### config.mk
export PLATFORM = sky130hd
export DESIGN_NAME = alsu_cmd_sequencer
export DESIGN_NICKNAME = d
export VERILOG_FILES = /design/src/rtl/alsu_cmd_sequencer.sv
export SDC_FILE = /design/constraint.sdc
export NUM_CORES = 1
export LEC_CHECK = 0
export BUFFER_PORTS_ARGS = -buffer_cell sky130_fd_sc_hd__buf_2
export CORE_MARGIN = 5
export CORE_UTILIZATION = 58
export CTS_CLUSTER_DIAMETER = 30
export CTS_CLUSTER_SIZE = 20
export DETAILED_ROUTE_END_ITERATION = 8
export GPL_TIMING_DRIVEN = 0
export HOLD_SLACK_MARGIN = 0.02
export PLACE_DENSITY = 0.78
export SLEW_MARGIN = 20
export SYNTH_ARGS = -nofsm -noshare
export SYNTH_HDL_FRONTEND = slang
export SYNTH_SLANG_ARGS = --single-unit
### constraint.sdc
create_clock -name clk -period 3.4 [get_ports clk]
set_clock_uncertainty 0.1 [all_clocks]
set_input_delay 0.85 -clock clk [delete_from_list [all_inputs] [get_ports clk]]
set_output_delay 0.85 -clock clk [all_outputs]
set_load 0.05 [all_outputs]
### src/rtl/alsu_cmd_sequencer.sv
// alsu_cmd_sequencer: buffers ALSU commands, issues one per cycle under result credit,
// and returns each captured alsu_out in issue order with its tag and invalid flag.
module alsu_cmd_sequencer #(
  parameter int    CMD_DEPTH      = 4,
  parameter int    RESP_DEPTH     = 4,
  parameter int    LATENCY        = 3,
  parameter string INPUT_PRIORITY = "A"
) (
  input  logic        clk,
  input  logic        rst,
  input  logic        cmd_valid,
  output logic        cmd_ready,
  input  logic [15:0] cmd_data,
  output logic        resp_valid,
  input  logic        resp_ready,
  output logic [5:0]  resp_out,
  output logic [3:0]  resp_tag,
  output logic        resp_invalid,
  output logic [2:0]  alsu_opcode,
  output logic [2:0]  alsu_A,
  output logic [2:0]  alsu_B,
  output logic        alsu_cin,
  output logic        alsu_serial_in,
  output logic        alsu_red_op_A,
  output logic        alsu_red_op_B,
  output logic        alsu_bypass_A,
  output logic        alsu_bypass_B,
  output logic        alsu_direction,
  input  logic [5:0]  alsu_out,
  output logic        busy
);
  localparam int CW = $clog2(CMD_DEPTH);
  localparam int RW = $clog2(RESP_DEPTH);
  logic [15:0]        cmd_mem_q [CMD_DEPTH];
  logic [10:0]        resp_mem_q [RESP_DEPTH];
  logic [CW-1:0]      cmd_wp_q, cmd_wp_d, cmd_rp_q, cmd_rp_d;
  logic [CW:0]        cmd_cnt_q, cmd_cnt_d;
  logic [RW-1:0]      resp_wp_q, resp_wp_d, resp_rp_q, resp_rp_d;
  logic [RW:0]        resp_cnt_q, resp_cnt_d, credit_q, credit_d;
  logic [LATENCY-1:0] pipe_v_q, pipe_v_d;
  logic [4:0]         pipe_ti_q [LATENCY];
  logic [4:0]         pipe_ti_d [LATENCY];
  logic [3:0]         tag_q, tag_d;
  logic [15:0]        alsu_q, alsu_d, head;
  logic               cmd_push, issue, cap, resp_pop, inv, unused_prio;
  // bypass precedence lives in the ALSU; the setting is carried here for reference only
  assign unused_prio = INPUT_PRIORITY == "A";
  assign head        = cmd_mem_q[cmd_rp_q];
  assign cmd_ready   = cmd_cnt_q != (CW+1)'(CMD_DEPTH);
  assign cmd_push    = cmd_valid & cmd_ready;
  // credit counts in-flight plus unread results, so the response FIFO can never overflow
  assign issue       = |cmd_cnt_q & (credit_q != (RW+1)'(RESP_DEPTH));
  assign cap         = pipe_v_q[LATENCY-1];
  assign resp_valid  = |resp_cnt_q;
  assign resp_pop    = resp_valid & resp_ready;
  assign inv         = ((head[4] | head[3]) & (head[14] | head[15]) | (head[15] & head[14])) & ~head[2] & ~head[1];
  assign busy        = |cmd_cnt_q | |credit_q;
  assign {resp_out, resp_tag, resp_invalid} = resp_valid ? resp_mem_q[resp_rp_q] : '0;
  assign {alsu_opcode, alsu_A, alsu_B, alsu_cin, alsu_serial_in, alsu_red_op_A,
          alsu_red_op_B, alsu_bypass_A, alsu_bypass_B, alsu_direction} = alsu_q;
  always_comb begin
    cmd_wp_d     = cmd_wp_q + CW'(cmd_push);
    cmd_rp_d     = cmd_rp_q + CW'(issue);
    cmd_cnt_d    = cmd_cnt_q + (CW+1)'(cmd_push) - (CW+1)'(issue);
    resp_wp_d    = resp_wp_q + RW'(cap);
    resp_rp_d    = resp_rp_q + RW'(resp_pop);
    resp_cnt_d   = resp_cnt_q + (RW+1)'(cap) - (RW+1)'(resp_pop);
    credit_d     = credit_q + (RW+1)'(issue) - (RW+1)'(resp_pop);
    tag_d        = tag_q + 4'(issue);
    alsu_d       = issue ? head : alsu_q;
    pipe_v_d     = LATENCY'({pipe_v_q, issue});
    pipe_ti_d[0] = {tag_q, inv};
    for (int i = 1; i < LATENCY; i++) pipe_ti_d[i] = pipe_ti_q[i-1];
  end
  always_ff @(posedge clk or posedge rst) begin
    if (rst) begin
      cmd_wp_q   <= '0;
      cmd_rp_q   <= '0;
      cmd_cnt_q  <= '0;
      resp_wp_q  <= '0;
      resp_rp_q  <= '0;
      resp_cnt_q <= '0;
      credit_q   <= '0;
      tag_q      <= '0;
      alsu_q     <= '0;
      pipe_v_q   <= '0;
      for (int i = 0; i < LATENCY; i++) pipe_ti_q[i] <= '0;
    end else begin
      cmd_wp_q   <= cmd_wp_d;
      cmd_rp_q   <= cmd_rp_d;
      cmd_cnt_q  <= cmd_cnt_d;
      resp_wp_q  <= resp_wp_d;
      resp_rp_q  <= resp_rp_d;
      resp_cnt_q <= resp_cnt_d;
      credit_q   <= credit_d;
      tag_q      <= tag_d;
      alsu_q     <= alsu_d;
      pipe_v_q   <= pipe_v_d;
      for (int i = 0; i < LATENCY; i++) pipe_ti_q[i] <= pipe_ti_d[i];
    end
  end
  always_ff @(posedge clk) begin
    if (cmd_push) cmd_mem_q[cmd_wp_q] <= cmd_data;
    if (cap) resp_mem_q[resp_wp_q] <= {alsu_out, pipe_ti_q[LATENCY-1]};
  end
endmodule
==> results of run 1 <==
==> cell families after synthesis <==
| kind of cell | synth area share, % |
|---|---|
| AO/OA/AOI/OAI | 0.391 |
| XOR/XNOR | 2.16 |
| adder cells (fa/ha/maj) | 2.84 |
| AND/OR/NAND/NOR | 3.31 |
| multiplexers | 13.8 |
| buffers and inverters | 1.62 |
| flip-flops | 75.9 |
==> stage by stage <==
stage	setup WS (ns)	instances
finish	0.311	513
global route	0.161	513
CTS	0.252	513
detailed placement	0.810	481
global placement	-0.269	475
floorplan	0.694	284
==> worst max-delay path: stages, from the launching register on <==
cell,delay (ns)
dfrtp_1,0.46
buf_4,0.27
mux4_2,0.51
and2_1,0.17
buf_2,0.21
==> state kept, by name (all words and copies together) (netlist names) <==
signal and flops:
cmd_mem_q 64, resp_mem_q 44, cmd_rp_q 2, cmd_wp_q 2
pipe_ti_q 5, resp_wp_q 2, pipe_ti_d 10, credit_q 3
alsu_q 16, cmd_cnt_q 3, pipe_v_q 3, resp_cnt_q 3
tag_q 4, resp_rp_q 2
==> path summary, 6_finish.rpt <==
kind,slack (ns),startpoint,endpoint,cells past startpoint
setup / recovery,0.31,resp_rp_q[0],resp_tag[3],4
hold reg to reg,0.25,pipe_ti_d[0],pipe_ti_q[0],0
max in group asynchronous,2.40,rst,cmd_cnt_q[1],2
setup reg to reg,1.00,credit_q[1],credit_q[2],8
hold / removal,0.25,pipe_ti_d[0],pipe_ti_q[0],0
min in group asynchronous,0.34,rst,alsu_q[11],2
==> routing by layer <==
metal | global-route usage (%) | wire length (um) | vias up
li1 | - | - | 1263
met2 | 27.9 | 5080 | 69
met3 | 5.12 | 477 | 12
met5 | 0 | 0 | -
met1 | 19.5 | 3660 | 1428
met4 | 6.01 | 123 | 0
==> area by class of cell <==
cell class / instances / share of cell area (%)
buffer: 8 / 0.967
clock buffer: 21 / 6.03
clock inverter: 11 / 1.28
inverter: 8 / 0.457
multi-input combinational: 105 / 19.5
sequential: 163 / 64.9
tap: 136 / 2.39
timing repair buffer: 61 / 4.50
==> layout by cell type (no fill, tap or decap), types with 2 or more instances in the layout <==
cell type / Yosys / routed
clkbuf_16: 0 / 16
xnor2_1: 9 / 9
xor2_1: 6 / 6
buf_4: 1 / 7
mux2_4: 10 / 10
fa_1: 3 / 3
and2_1: 11 / 11
clkinvlp_4: 0 / 2
nand3_1: 2 / 2
nor2_1: 4 / 4
nand2_1: 2 / 2
clkinv_4: 0 / 2
edfxtp_1: 108 / 108
clkbuf_1: 1 / 5
mux4_2: 24 / 24
ha_1: 9 / 9
inv_1: 8 / 7
and3_1: 2 / 2
nor3b_2: 0 / 3
dfrtp_1: 55 / 55
clkinv_2: 0 / 5
buf_2: 3 / 58
mux4_1: 3 / 3
nor3_2: 1 / 2
mux2_2: 6 / 6
buf_6: 2 / 2
==> impl_metrics.py, run 1 <==
metrics = {
    "floorplan": {
        "die-area_mm2": 0.0126,
        "die_y_um": 112,
        "boundaryPins": 56,
        "rows": 37,
        "start_util_pct": 59.2,
        "dieWidth_um": 112,
        "core_area_mm2": 0.0103,
    },
    "layout": {
        "nNetsFinal": 402,
        "finish.instance_area_mm2": 0.00712,
        "regArea_mm2": 0.00462,
        "drive_above_1_share_pct": 38.5,
        "fillers": 666,
        "multiInputGateArea_mm2": 0.00139,
        "fin_util_pct": 69.3,
        "syn2layout_area_growth_pct": 17.0,
        "n_antenna_cell": 0,
    },
    "routing": {
        "wl_per_cell_um": 18.2,
        "ant_nets": 0,
        "wl_um": 9340,
        "post-route-drc-count": 0,
        "first_pass_iters": 4,
        "drt-initial-drc-count": 115,
        "viasPerCell": 5.40,
        "vias": 2772,
    },
    "critical_path": {
        "cp-start-kind": "flip-flop",
        "critical_path_required_ns": 2.45,
        "crit_path_max_fanout": 10,
        "critPathKind": "reg2out",
        "end_kind": "primary output",
        "worstPathArrival_ns": 2.14,
    },
    "yosys": {
        "syn_inst": 284,
        "synthTopCellsByCount": "edfxtp_1 (108), dfrtp_1 (55), mux4_2 (24)",
        "synth_top_area_cell": "edfxtp_1",
        "yosys.area.top_type_share_pct": 53.3,
        "synth_area_mm2": 0.00608,
        "avgSynthCellArea_um2": 21.4,
        "syn_nets": 322,
        "synth-main-ff-cell": "edfxtp_1",
        "yosys_warnings": 0,
        "synth.ff_latch_count": 163,
        "synth_most_common_cell": "edfxtp_1",
        "ys_types": 33,
        "synth_area_leaders": "edfxtp_1 (53%), dfrtp_1 (23%), mux4_2 (8.9%)",
        "ys_seq_area_share_pct": 75.9,
        "synth_edf_count": 108,
        "synthArstFlopShare_pct": 33.7,
    },
    "status": {
        "status": "finished, final reports clean",
    },
    "global_route": {
        "grt_max_degree": 56,
        "grt_pass1_wl_um": 15400,
        "grt_pass1_vias": 3016,
        "gr-total-overflow": 0,
        "track_usage_pct": 16.3,
        "grt_antenna_before_repair": 0,
    },
    "placed_design": {
        "port_buffers": 55,
        "gp_congestion": 0.695,
        "postPlaceCellArea_mm2": 0.00660,
        "dp_hpwl_um": 6130,
    },
    "cts": {
        "cts_tree": "done",
        "clkTransAtPathRegs_ns": 0.06,
        "ctsHoldBuffers": 0,
        "ctsRootBufferMaster": "clkbuf_8",
        "clock-sinks": 163,
        "cts_resized": 0,
        "cts.path.max_buffers": 2,
        "post-cts-setup-buffers": 0,
        "cts_buffers": 17,
        "clkLatencyLatePin_ns": 0.51,
        "cts_htree_levels": 4,
    },
    "hold_path": {
        "worstHoldPathType": "reg2reg",
    },
    "timing": {
        "period_needed_ns": 3.09,
        "hold_ws_ns": 0.248,
        "slew_violations": 0,
        "setup_viol": 0,
        "fin_setup_tns_ns": 0,
        "tightest_slew_ns": 1.01,
        "fmaxAchievable_mhz": 324,
        "max_slew_margin_pct": 32.4,
        "rsz0062_at_grt": "no",
        "period_share_pct": 90.9,
        "hold_viol_final": 0,
    },
    "job": {
        "cap_viol_max_count": 0,
    },
}
Power of run 1 is not shown: default switching activity piles up to over one toggle a cycle in this logic, so the estimate is an artifact.
==> run 2: changes to the inputs <==
- ABC_CLOCK_PERIOD_IN_PS: default -> 3400
- BUFFER_PORTS_ARGS: -buffer_cell sky130_fd_sc_hd__buf_2 -> default
- CELL_PAD_IN_SITES_DETAIL_PLACEMENT: default -> 0
- CELL_PAD_IN_SITES_GLOBAL_PLACEMENT: default -> 1
- CORE_UTILIZATION: 58 -> 55
- DONT_BUFFER_PORTS: default -> 1
- PLACE_DENSITY: 0.78 -> default
- PLACE_DENSITY_LB_ADDON: default -> 0.1
==> run 2 against run 1 <==
Compared with the run above: final area fell by 2.6%; wire length fell by 1.6%; sequential share of layout area rose by 1.8 points; worst setup slack got worse by 0.012 ns; maximum frequency fell by 0.37%; flip-flop and latch count did not move; critical path type unchanged; via count fell by 8.0%; critical path depth fell by 1.
==> impl_metrics.py, run 2 (synthesis gave the netlist of run 1 again) <==
metrics = {
    "layout": {
        "layout_common_cells": "edfxtp_1 (108), dfrtp_1 (55), mux4_2 (24), clkbuf_16 (16), and2_1 (11)",
        "fillers": 780,
        "n_antenna_cell": 0,
        "largest_reg_flops": 64,
        "syn2layout_area_growth_pct": 13.9,
        "regMostFlops": "cmd_mem_q",
        "top_regs": "cmd_mem_q (64), resp_mem_q (44), alsu_q (16)",
        "nNetsFinal": 348,
        "final_common_cell": "edfxtp_1",
        "drive_above_1_share_pct": 28.8,
    },
    "cts": {
        "ctsRootBufferMaster": "clkbuf_8",
        "cts_htree_levels": 4,
        "clock-sinks": 163,
        "cts.path.max_buffers": 2,
        "cts_buffers": 17,
        "post-cts-setup-buffers": 0,
        "clkLatencyLatePin_ns": 0.51,
        "clkTransAtPathRegs_ns": 0.06,
        "cts_tree": "done",
    },
    "critical_path": {
        "crit_slowest_cell": "mux4_2",
        "startpoint": "resp_rp_q[0]",
        "critPathMaxStageDelay_ns": 0.54,
        "end_kind": "primary output",
        "critical_path_required_ns": 2.45,
        "r2r_end": "credit_q[2]",
        "critPathKind": "reg2out",
        "worstPathArrival_ns": 2.15,
        "crit_path_max_fanout": 10,
        "path_cells": "buf_4, mux4_2, and2_1",
        "rr_worst_depth": 8,
        "rr_startpoint": "credit_q[1]",
        "r2r_slack_ns": 1.00,
        "cp-start-kind": "flip-flop",
    },
    "floorplan": {
        "core_area_mm2": 0.0108,
        "rows": 38,
        "die-area_mm2": 0.0133,
        "dieWidth_um": 115,
        "boundaryPins": 56,
        "start_util_pct": 56.1,
        "die_y_um": 115,
    },
    "timing": {
        "tightest_slew_ns": 0.912,
        "period_share_pct": 91.2,
        "rsz0062_at_grt": "no",
        "period_needed_ns": 3.10,
        "hold_viol_final": 0,
        "setup_viol": 0,
        "slew_violations": 0,
        "fin_setup_tns_ns": 0,
        "fmaxAchievable_mhz": 323,
        "max_slew_margin_pct": 39.2,
    },
    "hold_path": {
        "worstHoldPathType": "in2async",
    },
    "global_route": {
        "grt_antenna_before_repair": 0,
        "grt_pass1_wl_um": 15200,
        "grt_pass1_vias": 2855,
        "grt_max_degree": 56,
        "track_usage_pct": 15.9,
        "gr-total-overflow": 0,
    },
    "routing": {
        "viasPerCell": 5.51,
        "ant_nets": 0,
        "wl_um": 9190,
        "drt-initial-drc-count": 92,
        "first_pass_iters": 4,
        "wl_per_cell_um": 19.8,
        "vias": 2551,
        "post-route-drc-count": 0,
    },
    "placed_design": {
        "port_buffers": 0,
        "gp_congestion": 0.690,
        "dp_hpwl_um": 6030,
    },
    "status": {
        "status": "finished, final reports clean",
    },
    "job": {
        "cap_viol_max_count": 0,
    },
}
## run 2: cell types whose count changed in the layout (fill, tap and decap cells not counted), sizes merged
| cell | change |
|---|---|
| inv | +1 |
| clkinv | -4 |
| clkbuf | +2 |
| buf | -54 |
| bufinv | +2 |
| clkinvlp | -1 |
## run 2: through the flow
step                      hold slack, ns  cell area, um2  setup WS, ns  util (%)  std cells
final                              0.213            6930         0.299      63.9        463
after global routing               0.249            6930         0.144      63.9        463
after CTS                          0.228            6930        0.0227      63.9        463
after detailed placement           0.235            6350         0.603      58.6        431
after global placement             0.232            6260        -0.362      57.7        424
after floorplan                    0.231            6080         0.694         -        284
## run 2: worst max-delay path by stage
stage / slack (ns) / to
final: 0.30 / resp_out[2]
after global routing: 0.14 / resp_out[2]
after CTS: 0.02 / resp_out[1]
after detailed placement: 0.60 / resp_out[1]
after global placement: -0.36 / cmd_mem_q[1][6]
after floorplan: 0.69 / cmd_mem_q[1][0]
## run 2: routing by layer
metal	global-route usage (%)	vias to the layer above	part of all wire, %
met5	0	-	0
li1	-	1148	-
met3	7.00	13	7.8
met1	18.4	1328	39
met4	6.10	0	1.4
met2	26.1	62	52
## run 2: repair_timing
item                                    4_1_cts  5_1_grt
endpoints found under the setup margin        0        9
hold endpoints to repair                      0        0
gates resized for setup                       0        3
hold buffers                                  0        0
## run 2: cell type report
class	count	area [um2]	area share, %
timing repair buffer	7	67.6	0.975
sequential	163	4620	66.7
clock buffer	23	447	6.45
clock inverter	9	130	1.88
multi-input combinational	105	1390	20.0
buffer	8	70.1	1.01
inverter	8	32.5	0.469
tap	140	175	2.53
## run 2: worst max-delay path: cells and delay by family (launching register included)
family        cells  cell delay [ns]
mux               1             0.54
flops             1             0.47
buf+inv           1             0.28
simple gates      1             0.35
Power of run 2 is left out for the same reason.
==> run 3: changes to the inputs <==
- ABC_CLOCK_PERIOD_IN_PS: 3400 -> 3900
- CAP_MARGIN: default -> 15
- CORE_UTILIZATION: 55 -> 62
- CTS_BUF_LIST: default -> sky130_fd_sc_hd__clkbuf_4 sky130_fd_sc_hd__clkbuf_8
- clock period: 3.4 -> 3.9 ns (I/O delays scaled with it)
==> run 3 against run 2 <==
Compared with the run above: die area decreased by 10%; register-to-register slack improved by 0.50 ns; flip-flop and latch count unchanged; via count decreased by 3.5%; final cell count decreased by 1.7%; final area decreased by 2.1%; global-route usage increased by 1.1 points; largest cell class unchanged.
==> impl_metrics.py, run 3 (synthesis gave the netlist of run 1 again) <==
metrics = {
    "cts": {
        "cts_tree": "done",
        "clkTransAtPathRegs_ns": 0.08,
        "cts_resized": 0,
        "cts_htree_levels": 4,
        "ctsRootBufferMaster": "clkbuf_8",
        "clock-sinks": 163,
        "cts_buffers": 17,
        "ctsHoldBuffers": 0,
        "cts.path.max_buffers": 2,
        "post-cts-setup-buffers": 0,
        "clkLatencyLatePin_ns": 0.44,
    },
    "global_route": {
        "grt_antenna_before_repair": 0,
        "grt_pass1_vias": 2819,
        "track_usage_pct": 17.0,
        "grt_pass1_wl_um": 14300,
        "gr-total-overflow": 0,
        "grt_max_degree": 56,
    },
    "layout": {
        "drive_above_1_share_pct": 29.5,
        "largest_reg_flops": 64,
        "finish.instance_area_mm2": 0.00678,
        "regMostFlops": "cmd_mem_q",
        "layout_common_cells": "edfxtp_1 (108), dfrtp_1 (55), mux4_2 (24), clkbuf_8 (19), and2_1 (11)",
        "top_regs": "cmd_mem_q (64), resp_mem_q (44), alsu_q (16)",
        "n_antenna_cell": 0,
        "final_common_cell": "edfxtp_1",
        "syn2layout_area_growth_pct": 11.5,
        "nNetsFinal": 347,
    },
    "critical_path": {
        "critical_path_required_ns": 2.82,
        "crit_path_max_fanout": 10,
        "worstPathArrival_ns": 2.32,
        "end_kind": "primary output",
        "critPathKind": "reg2out",
        "rr_worst_depth": 8,
        "cp-start-kind": "flip-flop",
    },
    "routing": {
        "drt-initial-drc-count": 74,
        "first_pass_iters": 4,
        "routed-wl-met2_um": 4550,
        "ant_nets": 0,
        "viasPerCell": 5.41,
        "post-route-drc-count": 0,
        "dr_wl_met3_um": 673,
        "wl_per_cell_um": 19.3,
        "vias": 2462,
        "met1_length_um": 3380,
        "top_layer": "met4",
        "wl_um": 8780,
    },
    "hold_path": {
        "worstHoldPathType": "reg2reg",
        "hold_path_depth": 0,
    },
    "timing": {
        "period_share_pct": 87.1,
        "fin_setup_tns_ns": 0,
        "slew_violations": 0,
        "tightest_slew_ns": 1.03,
        "fmaxAchievable_mhz": 295,
        "rsz0062_at_grt": "no",
        "period_needed_ns": 3.40,
        "max_slew_margin_pct": 31.0,
        "setup_viol": 0,
        "hold_viol_final": 0,
    },
    "placed_design": {
        "gp_congestion": 0.702,
        "port_buffers": 0,
        "postPlaceCellArea_mm2": 0.00633,
        "dp_hpwl_um": 5910,
    },
    "floorplan": {
        "boundaryPins": 56,
        "die_y_um": 109,
        "die-area_mm2": 0.0119,
        "dieWidth_um": 109,
        "core_area_mm2": 0.00968,
        "rows": 36,
        "start_util_pct": 62.8,
    },
    "job": {
        "cap_viol_max_count": 0,
    },
    "status": {
        "status": "finished, final reports clean",
    },
}
run 3: worst paths after layout:
kind	start	endpoint	slack, ns
hold / removal	pipe_ti_d[2]	pipe_ti_q[2]	0.25
max in group asynchronous	rst	alsu_q[11]	2.85
min in group asynchronous	rst	alsu_q[4]	0.41
setup reg to reg	credit_q[1]	credit_q[2]	1.50
setup / recovery	resp_cnt_q[1]	resp_tag[1]	0.50
hold reg to reg	pipe_ti_d[2]	pipe_ti_q[2]	0.25
run 3: layout make-up:
class                           count  area (um2)
Timing Repair Buffer                6        60.1
Clock buffer                       20         269
Fill cell                         601        2900
Clock inverter                     12         179
Buffer                              8        68.8
Sequential cell                   163        4620
Inverter                            8        32.5
Multi-Input combinational cell    105        1390
Tap cell                          133         166
run 3: per-stage QoR:
step	utilization, %	hold slack [ns]	cells	setup slack (ns)
5_1_grt	70.0	0.261	455	0.327
2_1_floorplan	-	0.231	284	1.07
6_report	70.0	0.252	455	0.504
3_5_place_dp	65.4	0.235	423	0.916
4_1_cts	70.0	0.253	455	0.408
3_3_place_gp	64.5	0.234	417	0.0767
run 3: routing by layer:
layer,GRT usage [%],vias up
met1,19.7,1245
met2,27.7,60
met4,8.12,0
li1,-,1141
met3,6.69,16
met5,0,-
run 3: critical path: stages (launching register included):
cell,delay (ns)
dfrtp_1,0.42
or3_1,0.20
clkbuf_1,0.69
and2_1,0.57
Power of run 3 is left out for the same reason.
